File: src/rtl/data_mem_arbiter.sv
`default_nettype none
// ============================================================================
// Module   : data_mem_arbiter
// Purpose  : Two-port (A preferred, B starvation-bounded) sequencer for the
//            shared byte-addressed 16-bit data memory.
// Revision : 1.0 - initial release
// ============================================================================
module data_mem_arbiter #(
  parameter int MAX_WAIT = 4,
  parameter int ADDR_W   = 16,
  parameter int DATA_W   = 16
) (
  input  logic              clk,
  input  logic              reset_n,
  input  logic              req_a,
  input  logic              we_a,
  input  logic [1:0]        mode_a,
  input  logic [ADDR_W-1:0] addr_a,
  input  logic [DATA_W-1:0] wdata_a,
  input  logic              req_b,
  input  logic              we_b,
  input  logic [1:0]        mode_b,
  input  logic [ADDR_W-1:0] addr_b,
  input  logic [DATA_W-1:0] wdata_b,
  output logic              gnt_a,
  output logic              gnt_b,
  output logic              rvalid_a,
  output logic              rvalid_b,
  output logic [DATA_W-1:0] rdata_a,
  output logic [DATA_W-1:0] rdata_b,
  output logic              err,
  output logic              busy,
  output logic              mem_wr_en,
  output logic              mem_rd_en,
  output logic [1:0]        mem_mode,
  output logic [ADDR_W-1:0] mem_addr,
  output logic [DATA_W-1:0] mem_wdata,
  input  logic [DATA_W-1:0] mem_rdata
);

  localparam int c_WAIT_W = $clog2(MAX_WAIT + 1);
  localparam logic [c_WAIT_W-1:0] c_WAIT_MAX = c_WAIT_W'(MAX_WAIT);

  localparam logic [1:0] c_IDLE  = 2'd0;
  localparam logic [1:0] c_ISSUE = 2'd1;
  localparam logic [1:0] c_RESP  = 2'd2;
  localparam logic [1:0] c_DONE  = 2'd3;

  logic [1:0]          r_state;
  logic [c_WAIT_W-1:0] r_wait_cnt;
  logic                r_sel_b;
  logic                r_we;
  logic [1:0]          r_mode;
  logic [ADDR_W-1:0]   r_addr;
  logic [DATA_W-1:0]   r_wdata;
  logic [DATA_W-1:0]   r_rdata_a;
  logic [DATA_W-1:0]   r_rdata_b;

  logic                w_idle;
  logic                w_issue;
  logic                w_resp;
  logic                w_done;
  logic                w_gnt_a;
  logic                w_gnt_b;
  logic                w_mode_err;
  logic [DATA_W-1:0]   w_resp_data;

  assign w_idle     = (r_state == c_IDLE);
  assign w_issue    = (r_state == c_ISSUE);
  assign w_resp     = (r_state == c_RESP);
  assign w_done     = (r_state == c_DONE);
  assign w_mode_err = (r_mode == 2'b11);

  // B overrides A only once it has lost MAX_WAIT contested grants in a row
  assign w_gnt_b = w_idle && req_b && (!req_a || (r_wait_cnt == c_WAIT_MAX));
  assign w_gnt_a = w_idle && req_a && !w_gnt_b;

  assign w_resp_data = w_mode_err ? '0 : mem_rdata;

  always_ff @(posedge clk or negedge reset_n) begin
    if (!reset_n) begin
      r_state    <= c_IDLE;
      r_wait_cnt <= '0;
      r_sel_b    <= 1'b0;
      r_we       <= 1'b0;
      r_mode     <= 2'b00;
      r_addr     <= '0;
      r_wdata    <= '0;
      r_rdata_a  <= '0;
      r_rdata_b  <= '0;
    end else begin
      case (r_state)
        c_IDLE: begin
          if (w_gnt_b) begin
            r_sel_b    <= 1'b1;
            r_we       <= we_b;
            r_mode     <= mode_b;
            r_addr     <= addr_b;
            r_wdata    <= wdata_b;
            r_wait_cnt <= '0;
            r_state    <= c_ISSUE;
          end else if (w_gnt_a) begin
            r_sel_b    <= 1'b0;
            r_we       <= we_a;
            r_mode     <= mode_a;
            r_addr     <= addr_a;
            r_wdata    <= wdata_a;
            if (req_b && (r_wait_cnt != c_WAIT_MAX)) begin
              r_wait_cnt <= r_wait_cnt + 1'b1;
            end
            r_state    <= c_ISSUE;
          end
        end
        c_ISSUE: begin
          // Reserved mode always takes the read-response path to report err
          r_state <= (r_we && !w_mode_err) ? c_DONE : c_RESP;
        end
        c_RESP: begin
          if (r_sel_b) begin
            r_rdata_b <= w_resp_data;
          end else begin
            r_rdata_a <= w_resp_data;
          end
          r_state <= c_IDLE;
        end
        default: begin
          r_state <= c_IDLE;
        end
      endcase
    end
  end

  assign gnt_a    = w_gnt_a;
  assign gnt_b    = w_gnt_b;
  assign busy     = !w_idle;
  assign rvalid_a = (w_resp || w_done) && !r_sel_b;
  assign rvalid_b = (w_resp || w_done) && r_sel_b;
  assign err      = w_resp && w_mode_err;

  // Memory output is registered, so it is only valid during RESP; forward it then
  assign rdata_a  = (w_resp && !r_sel_b) ? w_resp_data : r_rdata_a;
  assign rdata_b  = (w_resp && r_sel_b)  ? w_resp_data : r_rdata_b;

  assign mem_wr_en = w_issue && r_we && !w_mode_err;
  assign mem_rd_en = w_issue && !r_we && !w_mode_err;
  assign mem_mode  = r_mode;
  assign mem_addr  = r_addr;
  assign mem_wdata = r_wdata;

endmodule
`default_nettype wire

File: config.mk
export PLATFORM = sky130hd
export DESIGN_NAME = data_mem_arbiter
export DESIGN_NICKNAME = d
export VERILOG_FILES = /design/src/rtl/data_mem_arbiter.sv
export SDC_FILE = /design/constraint.sdc
export NUM_CORES = 1
export LEC_CHECK = 0
export ABC_AREA = 1
export CAP_MARGIN = 10
export CORE_AREA = 4 4 97 99
export DETAILED_ROUTE_END_ITERATION = 8
export DIE_AREA = 0 0 101 103
export GPL_ROUTABILITY_DRIVEN = 0
export GPL_TIMING_DRIVEN = 0
export PLACE_DENSITY = 0.9
export SLEW_MARGIN = 20
export SYNTH_ARGS = -nofsm -noshare
export SYNTH_HDL_FRONTEND = slang
export SYNTH_SLANG_ARGS = --single-unit
File: constraint.sdc
create_clock -name clk -period 1.7 [get_ports clk]
set_clock_uncertainty 0.1 [all_clocks]
set_input_delay 0.34 -clock clk [delete_from_list [all_inputs] [get_ports clk]]
set_output_delay 0.34 -clock clk [all_outputs]
set_load 0.05 [all_outputs]
==> results.md, run 1 <==
- The run finished, with violations left.
- The final reports fail on setup timing.
- The internal power is between 7 and 8 mW.
- The sequential element share of the synthesized area is about 54%.
- At the pin with the least slew margin, the transition time is between 0.5 and 0.6 ns.
- Using the TritonRoute via totals, the vias-per-cell ratio works out to 5.11.
- Dividing total power by cell area gives a power density of 2240 nW/µm².
- The top fanout value on the critical path is 7.
- The average wire per standard cell is 18.1 µm.
- The average cell area after synthesis is 8.39 µm².
- The setup path with the least slack is of type flip-flop to output pin.
- The synthesized instance count is 406.
- Detailed placement finished with a half-perimeter wire length of slightly above 8000 µm.
- The area share of the largest cell type after synthesis is 53.6%.
- The die is 103 µm tall.
- Hold timing on the final database bottoms out at a slack of 0.398 ns.
- The static power due to leakage is ~3.2 nW.
- The analysis attributes to net switching a power of 7.64 mW.
- The global-route usage over all layers is 23.6%.
- After clock tree synthesis, the clock-pin slew on the worst setup and hold paths is 0.09 ns.
- The clock root buffer is clkbuf_8.
- The initial antenna violation count came to 0.
- The first detailed-routing pass took 4 iterations.
- CTS saw 73 sinks.
- The mapped netlist covers around 3400 µm².
- After layout, the worst setup slack is -0.547 ns.
- The core outline area is 8550 µm².
- The TritonCTS clock tree is built.
- The post-route minimum period is 2.25 ns.
- 164 I/O pins were placed.
- Across all layers, the routed design uses ~3,800 vias.
- The H-tree was split into 3 levels.
- The fraction of layout instances using a drive strength above 1 is between 30% and 40%.
- The first global-routing pass estimated 19,100 µm of wire.
- The insertion delay to the later sink of the worst-skew pair is 0.35 ns.
- Entering global routing, the biggest net connects 40 pins.
- The repair_antennas step left the layout with diodes totalling 0.
- The cell taking the most area after synthesis is dfrtp_1.
- After filler insertion, the fill cell instance count of the layout stands at 523.
- In this run the remaining antenna-violating nets after routing total 0.
- The worst-case vdd ir drop is 0.00101 V.
- The count of routing violations after the opening detailed-route iteration is 205.
- The total area of multi-input combinational cells is 1860 µm².
- The number of global-route vias before repair was 3,940.
- Buffers placed on the I/O ports in this run total around 160.
- In this run, synthesis produced a sequential element count of between 70 and 80.
- The share of total power in combinational logic is 70.5%.
- The net switching share of the total power is 51.4%.
- The number of hold violations in the final report is 0.
- Timing would allow up to 0.445 GHz.
- STA puts the critical path data required time at 1.26 ns.
- The post-synthesis net count is 498.
- The max-slew headroom at the worst pin is about two thirds.
- The portion of total power attributed to sequential cells is 20.5%.
- The detailed-route DRC error count is 0.
- The worst setup path is captured at an output pin.
- The number of buffers added by the clock tree synthesis step is 9.
- For this configuration, the core starts out at a cell density of 39.8%.
- By area the synthesized netlist is led by dfrtp_1 (54%), nand2_1 (16%), nand3_1 (11%), o21ai_0 (5.0%), buf_6 (3.0%).
- The global-route congestion overflow total is 0.
- STA classifies the critical path startpoint as a flip-flop.
- The unique cell type count in the Yosys netlist is 24.
- The total length of routed wires is 13,400 µm.
- The total area of sequential cells is 1830 µm².
- The final setup violation count is 40.
- For the worst setup path, the data arrival time is 1.81 ns.
- The floorplan has 34 rows.
- The number of max-slew violations in the final report is 0.
- The clock power share is about 9%.
- Overall power consumption after layout is estimated at 14.9 mW.
- The maximum number of buffers from clock root to sink is 2.
- The signed area change from the synthesized netlist to the final layout is 95.1%.
- The tool flagged a number of max-cap violations equal to 0.
- The number of nets in the layout is 721.
- The setup slack at placement is -1.04 ns.
- During synthesis, Yosys emitted a total of 0 warnings.
- The floorplan die width is 101 µm.
- The die covers 10,400 µm².
- The final worst-path cycle share is 132%.
- Setup repair after global routing could not meet its margin everywhere.
- The class of the most critical hold timing path is flip-flop to flip-flop.
cell usage after synthesis:
master and instances:
clkinv_1 1, o21ai_2 1, nor2_1 18, dfrtp_1 73, buf_1 1, nor3_1 2, or2_1 1, nor2_4 1
buf_2 5, ha_1 2, xor2_1 1, nand2_4 1, inv_2 2, nor2_8 3, nor2_2 1, buf_8 1
o21ai_0 34, inv_1 24, clkbuf_1 5, nand3_1 74, buf_4 1, buf_6 9, nand3_2 1, nand2_1 144
flip-flops by register name (all words and copies together) (netlist names), 2 cells and up:
name and cells:
r_rdata_b 16, mem_mode 2, r_rdata_a 16, r_state 2
r_wait_cnt 3, mem_addr 16, mem_wdata 16
cells in the final DEF (no fill, tap or decap), drive strengths merged:
| cell | instances |
|---|---|
| nand2 | 145 |
| dlygate4sd2 | 2 |
| clkdlybuf4s50 | 88 |
| dfrtp | 73 |
| nor3 | 2 |
| clkinv | 3 |
| bufinv | 1 |
| ha | 2 |
| inv | 27 |
| dlygate4sd3 | 1 |
| nand3 | 75 |
| clkdlybuf4s15 | 25 |
| nor2 | 23 |
| o21ai | 35 |
| clkinvlp | 2 |
| or2 | 1 |
| clkbuf | 17 |
| buf | 110 |
| xor2 | 1 |
cell families (layout without fill, tap and decap cells):
kind of cell	Yosys count	in the layout	synth area share (%)
AND/OR/NAND/NOR	246	246	32.1
flip-flops	73	73	53.6
buffers and inverters	49	276	8.01
AO/OA/AOI/OAI	35	35	5.25
adder cells (fa/ha/maj)	2	2	0.735
XOR/XNOR	1	1	0.257
power groups by stage:
stage / clock network [mW] / registers [mW] / logic (mW)
after floorplan: 0 / 4.23 / 4.30
after global placement: 0 / 2.93 / 8.13
after detailed placement: 0 / 2.98 / 8.28
after CTS: 1.33 / 2.95 / 9.79
after global routing: 1.44 / 3.11 / 10.9
final: 1.35 / 3.05 / 10.5
worst max-delay path, stage by stage, from the launching register on:
cell	delay, ns
dfrtp_1	0.40
or2_1	0.26
buf_6	0.16
nor2_8	0.16
buf_6	0.14
nand2_1	0.07
nand2_2	0.10
buf_8	0.15
metal layers:
metal | up-vias | share of wire, % | global-route usage [%]
li1 | 1756 | - | -
met1 | 1829 | 36 | 25.3
met2 | 172 | 55 | 44.3
met3 | 32 | 6.6 | 5.28
met4 | 0 | 2.9 | 10.4
met5 | - | 0 | 0
stage by stage:
stage	utilization [%]	setup TNS, ns	cells	instance area (µm²)
floorplan	-	-0.980	406	3670
global placement	63.6	-206.51	677	5440
detailed placement	63.8	-39.94	678	5450
CTS	74.5	-14.36	727	6370
global route	77.7	-18.89	741	6650
finish	77.7	-16.29	741	6650
worst paths after layout:
check / startpoint / end / slack (ns) / cells past startpoint
max: r_state[0] / rdata_a[4] / -0.55 / 7
min: mem_wdata[5] / mem_wdata[5] / 0.40 / 2
max reg2reg: r_state[0] / mem_wdata[14] / 0.03 / 7
min reg2reg: mem_wdata[5] / mem_wdata[5] / 0.40 / 2
max in group asynchronous: reset_n / mem_mode[1] / 0.48 / 3
min in group asynchronous: reset_n / r_rdata_a[1] / 0.41 / 2
timing repair:
action,in CTS,in global routing
cloned,3,1
hold buffers,1,0
resized for setup,457,91
pin swaps,9,12
endpoints found under the setup margin,74,95
buffers inserted,31,16
hold endpoints to repair,34,0
cell type report:
cell class	count	share of cell area, %
clock buffer	9	1.86
timing repair buffer	214	34.1
inverter	27	1.71
multi-input combinational	284	27.9
tap	108	2.03
clock inverter	6	0.904
buffer	20	3.90
sequential	73	27.6
Note: power is estimated with default switching activity, not from simulation.
==> run 2, diff against run 1 <==
- CAP_MARGIN: 10 -> 5
- CORE_AREA: 4 4 97 99 -> 4 4 84 86
- DIE_AREA: 0 0 101 103 -> 0 0 88 90
- DONT_BUFFER_PORTS: default -> 1
- PLACE_DENSITY: 0.9 -> 0.8
==> run 2 against run 1 <==
Against the previous run:
- the flow finishes with violations (hold timing, setup timing)
- design area decreased by 16%
- register-to-register slack lost 0.16 ns
- utilization rose by 11 points
- non-clock buffer count shrank 170
- via count fell by 9.9%
- die area down 24%
- global-route usage increased by 8.0 points
- cell count decreased by 27%
- critical path type unchanged
- highest routed layer unchanged
==> results.md, run 2 (synthesis gave the netlist of run 1 again) <==
- The die is 90 µm tall.
- In this run the register-to-register setup slack is -0.13 ns.
- The final layout contains routed wiring with a total length of 14,300 µm.
- The number of buffers added by the clock tree synthesis step is 9.
- The maximum number of pins on one net before global-route repair is 74.
- The final setup violation count is 70.
- The routed design could run at a clock period as short as 2.30 ns.
- After the first detailed-routing iteration, the DRC count stood at 245.
- The number of max-slew violations in the final report is 0.
- In this run the tool buffered the top-level ports with 0 buffer cells.
- The initial antenna violation count is 1.
- The global-route congestion overflow total is 0.
- After detailed routing, the number of vias per cell comes to 6.28.
- The initial core utilization is 54.3%.
- The number of nets with antenna violations after detailed routing is 0.
- The run finished, with violations left.
- Summing over every cut layer, the via total after detailed routing is 3,415.
- The tree built by TritonCTS fans out to 73 sinks.
- Setup repair after global routing could not meet its margin everywhere.
- The launch instance of the worst register-to-register path is r_state[1].
- The kind of start point of the critical path is a flip-flop.
- The TritonCTS clock tree is built.
- Measured in cells, the most critical reg-to-reg path has a length of 7.
- The number of global-route vias before repair is 3,261.
- The total die area is 7920 µm².
- Detailed placement ended at an HPWL of 6510 µm.
- The worst setup path is of the flip-flop to output pin kind.
- The max-capacitance violation count is 0.
- The signed area change from the synthesized netlist to the final layout is 63.5%.
- In this run the critical register-to-register path is captured at mem_mode[0].
- The min-delay analysis places its worst path in the category input port to asynchronous set/reset pin.
- The number of rows created at floorplan is 29.
- The insertion delay to the later sink of the worst-skew pair is 0.34 ns.
- The worst pin sits at a relative slew slack of 59.6%.
- The total number of H-tree levels is 3.
- For the pin with the worst max-slew slack, the measured transition is 0.604 ns.
- The detailed-route DRC error count is 0.
- Clock tree synthesis selected as its root buffer the cell clkbuf_8.
- The maximum operating frequency is about 0.44 GHz.
- The most common cell after layout, fill and taps aside is nand2_1.
- The category of the worst setup path capture point is an output pin.
- The floorplan die width is just under 90 µm.
- The required time reported for the critical path endpoint is 1.26 ns.
- The I/O pin count is 164.
- The number of iterations in the first detailed-routing pass is 5.
- The core outline area is 6280 µm².
- At the worst endpoint, the arrival time is 1.86 ns.
- In the global route stage, overall resource usage came out at 31.6%.
- The final worst slack is -0.597 ns.
- The final reports fail on hold timing, setup timing.
- In this run the worst path has a maximum fanout of 5.
- On the final layout, the worst hold slack is -0.424 ns.
- The average wire per standard cell is 26.3 µm.
- The top cell types in the final layout, fill and taps aside, are nand2_1 (76), nand3_1 (73), dfrtp_1 (70).
- The final worst-path cycle share is 135%.
- The clock-pin slew reported for the worst setup and hold paths after clock tree synthesis is 0.09 ns.
- In the final design database the tool counted 552 nets.
- The number of hold violations in the final report came to 73.
- The first global-routing pass estimated 19,000 µm of wire.
- The longest clock path from root to sink contains 2 buffers.
- In the final layout, the share of cells above drive strength 1 is 46.2%.
- The setup slack at placement is -0.291 ns.
[run 2: changes by cell type in the layout (fill, tap and decap cells not counted), moves of 17 or more]
cell and change:
clkdlybuf4s50_1 -88, buf_8 -36, nand2_8 +34, clkdlybuf4s15_1 -24
buf_4 -19, nand2_1 -17
[run 2: layout make-up]
| cell class | count | area (µm²) |
|---|---|---|
| multi-input cells | 285 | 2490 |
| flip-flops and latches | 73 | 1830 |
| fillers | 235 | 708 |
| repair buffers | 42 | 485 |
| plain buffers | 22 | 304 |
| clock buffers | 12 | 155 |
| inverters | 27 | 129 |
| well taps | 77 | 96.3 |
| clock inverters | 4 | 75.1 |
| diodes | 2 | 5.00 |
[run 2: worst max path at each step]
stage / to / startpoint / cells after the start
floorplan: gnt_a / r_wait_cnt[0] / 8
global placement: rdata_a[8] / r_sel_b / 4
detailed placement: gnt_a / r_wait_cnt[0] / 8
CTS: gnt_a / r_wait_cnt[0] / 8
global route: rdata_a[11] / r_state[1] / 8
finish: rdata_a[4] / r_state[1] / 7
[run 2: routing by layer]
metal,vias to the layer above,GRT usage (%),wire length [µm],share of wire [%]
li1,1423,-,-,-
met1,1702,40.0,5250,37
met2,245,49.3,7020,49
met3,45,11.9,1590,11
met4,0,11.1,455,3.2
met5,-,0,0,0
[run 2: what timing repair did]
action,4_1_cts,5_1_grt
hold endpoints to repair,73,73
pin swaps,35,17
buffers inserted,30,10
resized for setup,216,50
setup endpoints to repair,44,74
cloned,3,3
[run 2: stage by stage]
stage          setup TNS, ns  utilization (%)  cell area [µm²]  std cells  hold slack, ns
2_1_floorplan         -0.980                -             3670        406         -0.0556
3_3_place_gp           -4.53             60.0             3770        483         -0.0539
3_5_place_dp           -5.39             60.0             3770        483         -0.0537
4_1_cts               -15.56             83.5             5240        532          -0.428
5_1_grt               -23.54             88.7             5570        543          -0.443
6_report              -20.23             88.7             5570        544          -0.424
[run 2: worst max-delay path: stages (launching register included)]
cell and delay (ns):
dfrtp_1 0.44, inv_2 0.05, or2_1 0.24, buf_6 0.16, buf_6 0.13, buf_6 0.13
o21ai_4 0.21, nand2_8 0.14
Power of run 2 is not shown: default switching activity piles up to over one toggle a cycle in this logic, so the estimate is an artifact.
